===== src/rtl/spiflash_ctrl_pkg.sv =====
// Shared constants and state type for the SPI flash master/arbiter.
package spiflash_ctrl_pkg;

  localparam logic [7:0] SPIFLASH_CMD_READ  = 8'h01;
  localparam logic [7:0] SPIFLASH_CMD_WRITE = 8'h02;
  localparam int         SPIFLASH_FRAME     = 48;

  typedef enum logic [1:0] {
    IDLE  = 2'd0,
    SHIFT = 2'd1,
    HOLD  = 2'd2
  } spiflashctrlstate;

endpackage


===== src/rtl/spiflash_ctrl_spiclkgen.sv =====
// SCK divider: counts DIV clk cycles per phase, emits rise/fall strobes one cycle before SCK moves.
module spiclkgen #(
  parameter int DIV = 1
) (
  input  logic clk,
  input  logic reset,
  input  logic en,
  input  logic toggle_en,
  output logic SCK,
  output logic tick,
  output logic SckRise,
  output logic SckFall
);

  localparam int CW = (DIV > 1) ? $clog2(DIV) : 1;

  logic [CW-1:0] div_cnt;

  assign tick    = en & (div_cnt == CW'(DIV - 1));
  assign SckRise = tick & toggle_en & ~SCK;
  assign SckFall = tick & toggle_en & SCK;

  always_ff @(posedge clk) begin
    if (reset) begin
      div_cnt <= '0;
      SCK     <= 1'b0;
    end else begin
      if (!en || tick) div_cnt <= '0;
      else             div_cnt <= div_cnt + 1'b1;
      if (SckRise)      SCK <= 1'b1;
      else if (SckFall) SCK <= 1'b0;
    end
  end

endmodule


===== src/rtl/spiflash_ctrl.sv =====
// Two-port round-robin arbiter feeding a 48-bit mode-0 SPI master (addr, cmd, data; MSB first).
//   state | meaning
//   IDLE  | CS high, waiting for a request; grants and loads the frame
//   SHIFT | CS low, clocking 48 bits out, capturing the read byte
//   HOLD  | CS high for DIV cycles before the next grant
module spiflash_ctrl
  import spiflash_ctrl_pkg::*;
#(
  parameter int DIV = 1
) (
  input  logic            clk,
  input  logic            reset,
  input  logic [1:0]      ReqValid,
  output logic [1:0]      ReqReady,
  input  logic [1:0]      ReqWrite,
  input  logic [1:0][31:0] ReqAdr,
  input  logic [1:0][7:0] ReqWData,
  output logic [1:0]      RspValid,
  output logic [7:0]      RspRData,
  output logic            SCK,
  output logic            CS,
  output logic            MOSI,
  input  logic            MISO
);

  spiflashctrlstate state_q, state_d;

  logic        ptr, port, gport, grant;
  logic        is_write, last_bit;
  logic [47:0] shreg;
  logic [5:0]  bitcnt;
  logic [7:0]  rdreg;
  logic        tick, sck_rise, sck_fall;

  spiclkgen #(.DIV(DIV)) u_clkgen (
    .clk      (clk),
    .reset    (reset),
    .en       (state_q != IDLE),
    .toggle_en(state_q == SHIFT),
    .SCK      (SCK),
    .tick     (tick),
    .SckRise  (sck_rise),
    .SckFall  (sck_fall)
  );

  always_comb begin
    state_d  = state_q;
    ReqReady = 2'b00;
    grant    = 1'b0;
    gport    = ptr;
    case (state_q)
      IDLE: if (|ReqValid) begin
        grant    = 1'b1;
        gport    = (&ReqValid) ? ptr : ReqValid[1];
        ReqReady = 2'b01 << gport;
        state_d  = SHIFT;
      end
      SHIFT: if (sck_fall && last_bit) state_d = HOLD;
      HOLD:  if (tick) state_d = IDLE;
      default: state_d = IDLE;
    endcase
  end

  always_ff @(posedge clk) begin
    if (reset) begin
      state_q  <= IDLE;
      ptr      <= 1'b0;
      port     <= 1'b0;
      is_write <= 1'b0;
      last_bit <= 1'b0;
      shreg    <= '0;
      bitcnt   <= '0;
      rdreg    <= '0;
      CS       <= 1'b1;
      RspValid <= 2'b00;
    end else begin
      state_q  <= state_d;
      RspValid <= 2'b00;
      if (grant) begin
        ptr      <= ~gport;
        port     <= gport;
        is_write <= ReqWrite[gport];
        shreg    <= {ReqAdr[gport],
                     ReqWrite[gport] ? SPIFLASH_CMD_WRITE : SPIFLASH_CMD_READ,
                     ReqWData[gport]};
        bitcnt   <= '0;
        rdreg    <= '0;
        CS       <= 1'b0;
      end
      if (state_q == SHIFT && sck_rise && bitcnt == 6'(SPIFLASH_FRAME - 1))
        last_bit <= 1'b1;
      if (state_q == SHIFT && sck_fall) begin
        shreg  <= {shreg[46:0], 1'b0};
        bitcnt <= bitcnt + 1'b1;
        // data byte arrives one bit early: MISO sampled at the falls ending bits 39..46
        if (!is_write && bitcnt >= 6'd39 && bitcnt <= 6'd46)
          rdreg <= {rdreg[6:0], MISO};
        if (last_bit) begin
          CS       <= 1'b1;
          shreg    <= '0;
          bitcnt   <= '0;
          last_bit <= 1'b0;
        end
      end
      if (state_q == HOLD && tick) RspValid <= 2'b01 << port;
    end
  end

  assign MOSI     = shreg[47];
  assign RspRData = rdreg;

endmodule


===== config.mk =====
export PLATFORM = sky130hd
export DESIGN_NAME = spiflash_ctrl
export DESIGN_NICKNAME = d
export VERILOG_FILES = /design/src/rtl/spiflash_ctrl_pkg.sv /design/src/rtl/spiflash_ctrl_spiclkgen.sv /design/src/rtl/spiflash_ctrl.sv
export SDC_FILE = /design/constraint.sdc
export NUM_CORES = 1
export LEC_CHECK = 0
export BUFFER_PORTS_ARGS = -buffer_cell sky130_fd_sc_hd__clkbuf_2
export CORE_MARGIN = 8
export CORE_UTILIZATION = 30
export DETAILED_ROUTE_END_ITERATION = 10
export GPL_TIMING_DRIVEN = 0
export SYNTH_ARGS = -nofsm -noshare
export SYNTH_HDL_FRONTEND = slang
export SYNTH_HIERARCHICAL = 1
export SYNTH_SLANG_ARGS = --single-unit

===== constraint.sdc =====
create_clock -name clk -period 4.5 [get_ports clk]
set_input_delay 0.675 -clock clk [delete_from_list [all_inputs] [get_ports clk]]
set_output_delay 0.675 -clock clk [all_outputs]
set_load 0.02 [all_outputs]

==> impl_metrics.tcl <==
set metrics [dict create \
    ir_drop_mv 0.2368 \
    cp.arrival_ns 3.09 \
    drtIter0Drc 230 \
    skew_ns 0.005611 \
    cts_buffers 9 \
    final_cell_mix "clkbuf_2 (99), dfxtp_1 (73), nand3_1 (66), a21oi_1 (60), clkbuf_1 (28)" \
    syn_area_mm2 0.003704 \
    ant_nets 0 \
    slew_violations 0 \
    maxSlewHeadroom 0.5660 \
    postCtsSetupBuffers 0 \
    seq_area_frac_synth 0.3946 \
    path_clk_slew_ns 0.06 \
    whs_ns 0.4428 \
    synth-edff-count 0 \
    synth_fp_nets 535 \
    startpoint_type "register" \
    die_w_um 127.1 \
    seq_power_share 0.398 \
    die_area_mm2 0.01616 \
    wire_per_inst_um 16.41 \
    syn2layout_area_growth_pct 27.64 \
    period_share 0.6296 \
    post_cts_resized 0 \
    track_usage 0.1412 \
    antenna_found_initial 0 \
    power_frac_comb 0.137 \
    fmax_mhz 353.0 \
    pwr-share-clk 0.465 \
    setup_viol 0 \
    avgSynthCellArea_um2 8.304 \
    final_common_cell "clkbuf_2" \
    gp_congestion 0.7991 \
    grt_start_max_net_pins 14 \
    io_pins 102 \
    initial_utilization 0.3083 \
    core_area_mm2 0.01201 \
    p_int_mw 1.336 \
    required_ns 4.75 \
    hp-class "register to register" \
    dr.pass1.iters 5 \
    grt_setup_unrepaired "false" \
    cap_violations 0 \
    finalNetCount 645 \
    antennaDiodeCount 0 \
    wirelength_mm 11.62 \
    ys_types 55 \
    vias 3800 \
    die_h_um 127.1 \
    ys.flop_type "dfxtp_1" \
    cts.sinks 73 \
    num_rows 40 \
    clock-root-buffer "clkbuf_16" \
    final.setup.tns_ns 0 \
    layout_min_cycle_time_ns 2.833 \
    cp_max_fo 10 \
    dpl.hpwl_mm 8.709 \
    drive_above_1_share 0.2763 \
    status "finished clean" \
    portBuffers 99 \
    clk_latency_ns 0.33 \
    synthArstFlopShare 0 \
    final_hold_viol_count 0 \
    hold_buffers 0 \
    p_sw_uw 445.2 \
    endpoint_kind "register" \
    instances_no_fill 708 \
    grt_pass1_wl_mm 18.83 \
    htreeDepth 3 \
    cts_tree "yes" \
    grt_pass1_vias 3877 \
    leakage_nw 1.948 \
    worst-slew-pin-transition_ns 0.6475 \
    gr-total-overflow 0 \
    remaining_drc_errors 0 \
    vias_per_cell 5.367 \
    clockBufferDepth 2 \
    swShare 0.2500 \
    synth_seq_cells 73 \
    syn_inst 446 \
    dp.cells 692 \
    synth_warnings 6 \
    fillers 1263 \
    power.density_mw_per_mm2 376.8 \
    path_class "register to register" \
]
[layer usage]
metal	vias up	wire (µm)	track usage
met5	-	0	0
met4	0	69	0.02309
met3	5	789	0.04285
met2	129	5263	0.2215
met1	1786	5497	0.1889
li1	1880	-	-
[cells in the mapped netlist, drive strengths merged (2+ instances only)]
master  instances  area, µm²
o21bai         26      195.2
nor3b           3      27.52
a21o           12      90.09
dfxtp          73       1461
a32o            2      20.02
nor3           10      55.05
nor2b           3      18.77
nand2          12      45.04
a22oi          20      150.1
nand3          74      410.4
nor4            2      27.53
inv             2      7.510
o21ai          16      80.07
and2b           2      16.27
buf            19      108.9
and3            4      25.02
a31oi          26      162.7
nor2           20      80.07
a311oi          2      17.52
nand3b          7      68.82
a21oi          60      300.3
a211oi          2      15.01
ha              2      25.02
clkbuf         27      101.4
or3b            2      17.52
[power by group through the flow]
stage	combinational [mW]	sequential (mW)	clock, mW
5_1_grt	0.273	0.712	0.876
3_5_place_dp	0.244	0.721	0
2_1_floorplan	0.158	0.717	0
6_report	0.245	0.709	0.828
4_1_cts	0.246	0.708	0.843
3_3_place_gp	0.240	0.720	0
[state kept, by name (all words and copies together) (netlist names)]
signal            flops
CS                    1
RspRData              8
RspValid              2
bitcnt                6
is_write              1
last_bit              1
port                  1
ptr                   1
shreg                48
state_q               2
u_clkgen/SCK          1
u_clkgen/div_cnt      1
[cell type report]
type	count	area, µm²	area share
plain buffers	46	210.2	0.04447
clock buffers	10	229.0	0.04844
clock inverters	6	115.1	0.02435
inverters	2	7.507	0.001588
multi-input cells	325	2024	0.4283
flip-flops and latches	73	1461	0.3092
well taps	147	183.9	0.03891
repair buffers	99	495.5	0.1048
[cell families after synthesis]
logic type | count (synthesis) | share of synthesized area
AOI/OAI and AO/OA | 174 | 0.3034
and+or+nand+nor | 146 | 0.2287
DFF | 73 | 0.3946
buffers and inverters | 48 | 0.05878
muxes | 2 | 0.006756
adders and majority gates | 2 | 0.006756
other | 1 | 0.001013
[through the flow]
| step | power, mW | area [µm²] | setup slack, ns | util |
|---|---|---|---|---|
| 2_1_floorplan | 0.8749 | 3704 | 2.016 | - |
| 3_3_place_gp | 0.9598 | 4383 | 1.736 | 0.3649 |
| 3_5_place_dp | 0.9652 | 4383 | 1.685 | 0.3649 |
| 4_1_cts | 1.796 | 4727 | 1.678 | 0.3935 |
| 5_1_grt | 1.861 | 4727 | 1.435 | 0.3935 |
| 6_report | 1.781 | 4727 | 1.667 | 0.3935 |
[critical path: stages (launching register included)]
cell,delay [ns]
dfxtp_1,0.33
buf_4,0.18
nor2_2,0.29
inv_1,0.14
and2b_2,0.23
and3_1,0.22
nand3b_2,0.22
clkbuf_1,0.44
clkbuf_1,0.39
nand3_1,0.16
a31oi_1,0.15
[final timing paths]
kind                            endpoint  cells past startpoint  slack (ns)               startpoint
setup / recovery  shreg[37]$_SDFFE_PP0P_                     10        1.67  state_q[0]$_SDFFE_PP0P_
hold / removal    RspValid[0]$_SDFF_PP0_                      1        0.44        port$_SDFFE_PP0P_
setup reg to reg  shreg[37]$_SDFFE_PP0P_                     10        1.67  state_q[0]$_SDFFE_PP0P_
hold reg to reg   RspValid[0]$_SDFF_PP0_                      1        0.44        port$_SDFFE_PP0P_
Note: power is estimated with default switching activity, not from simulation.
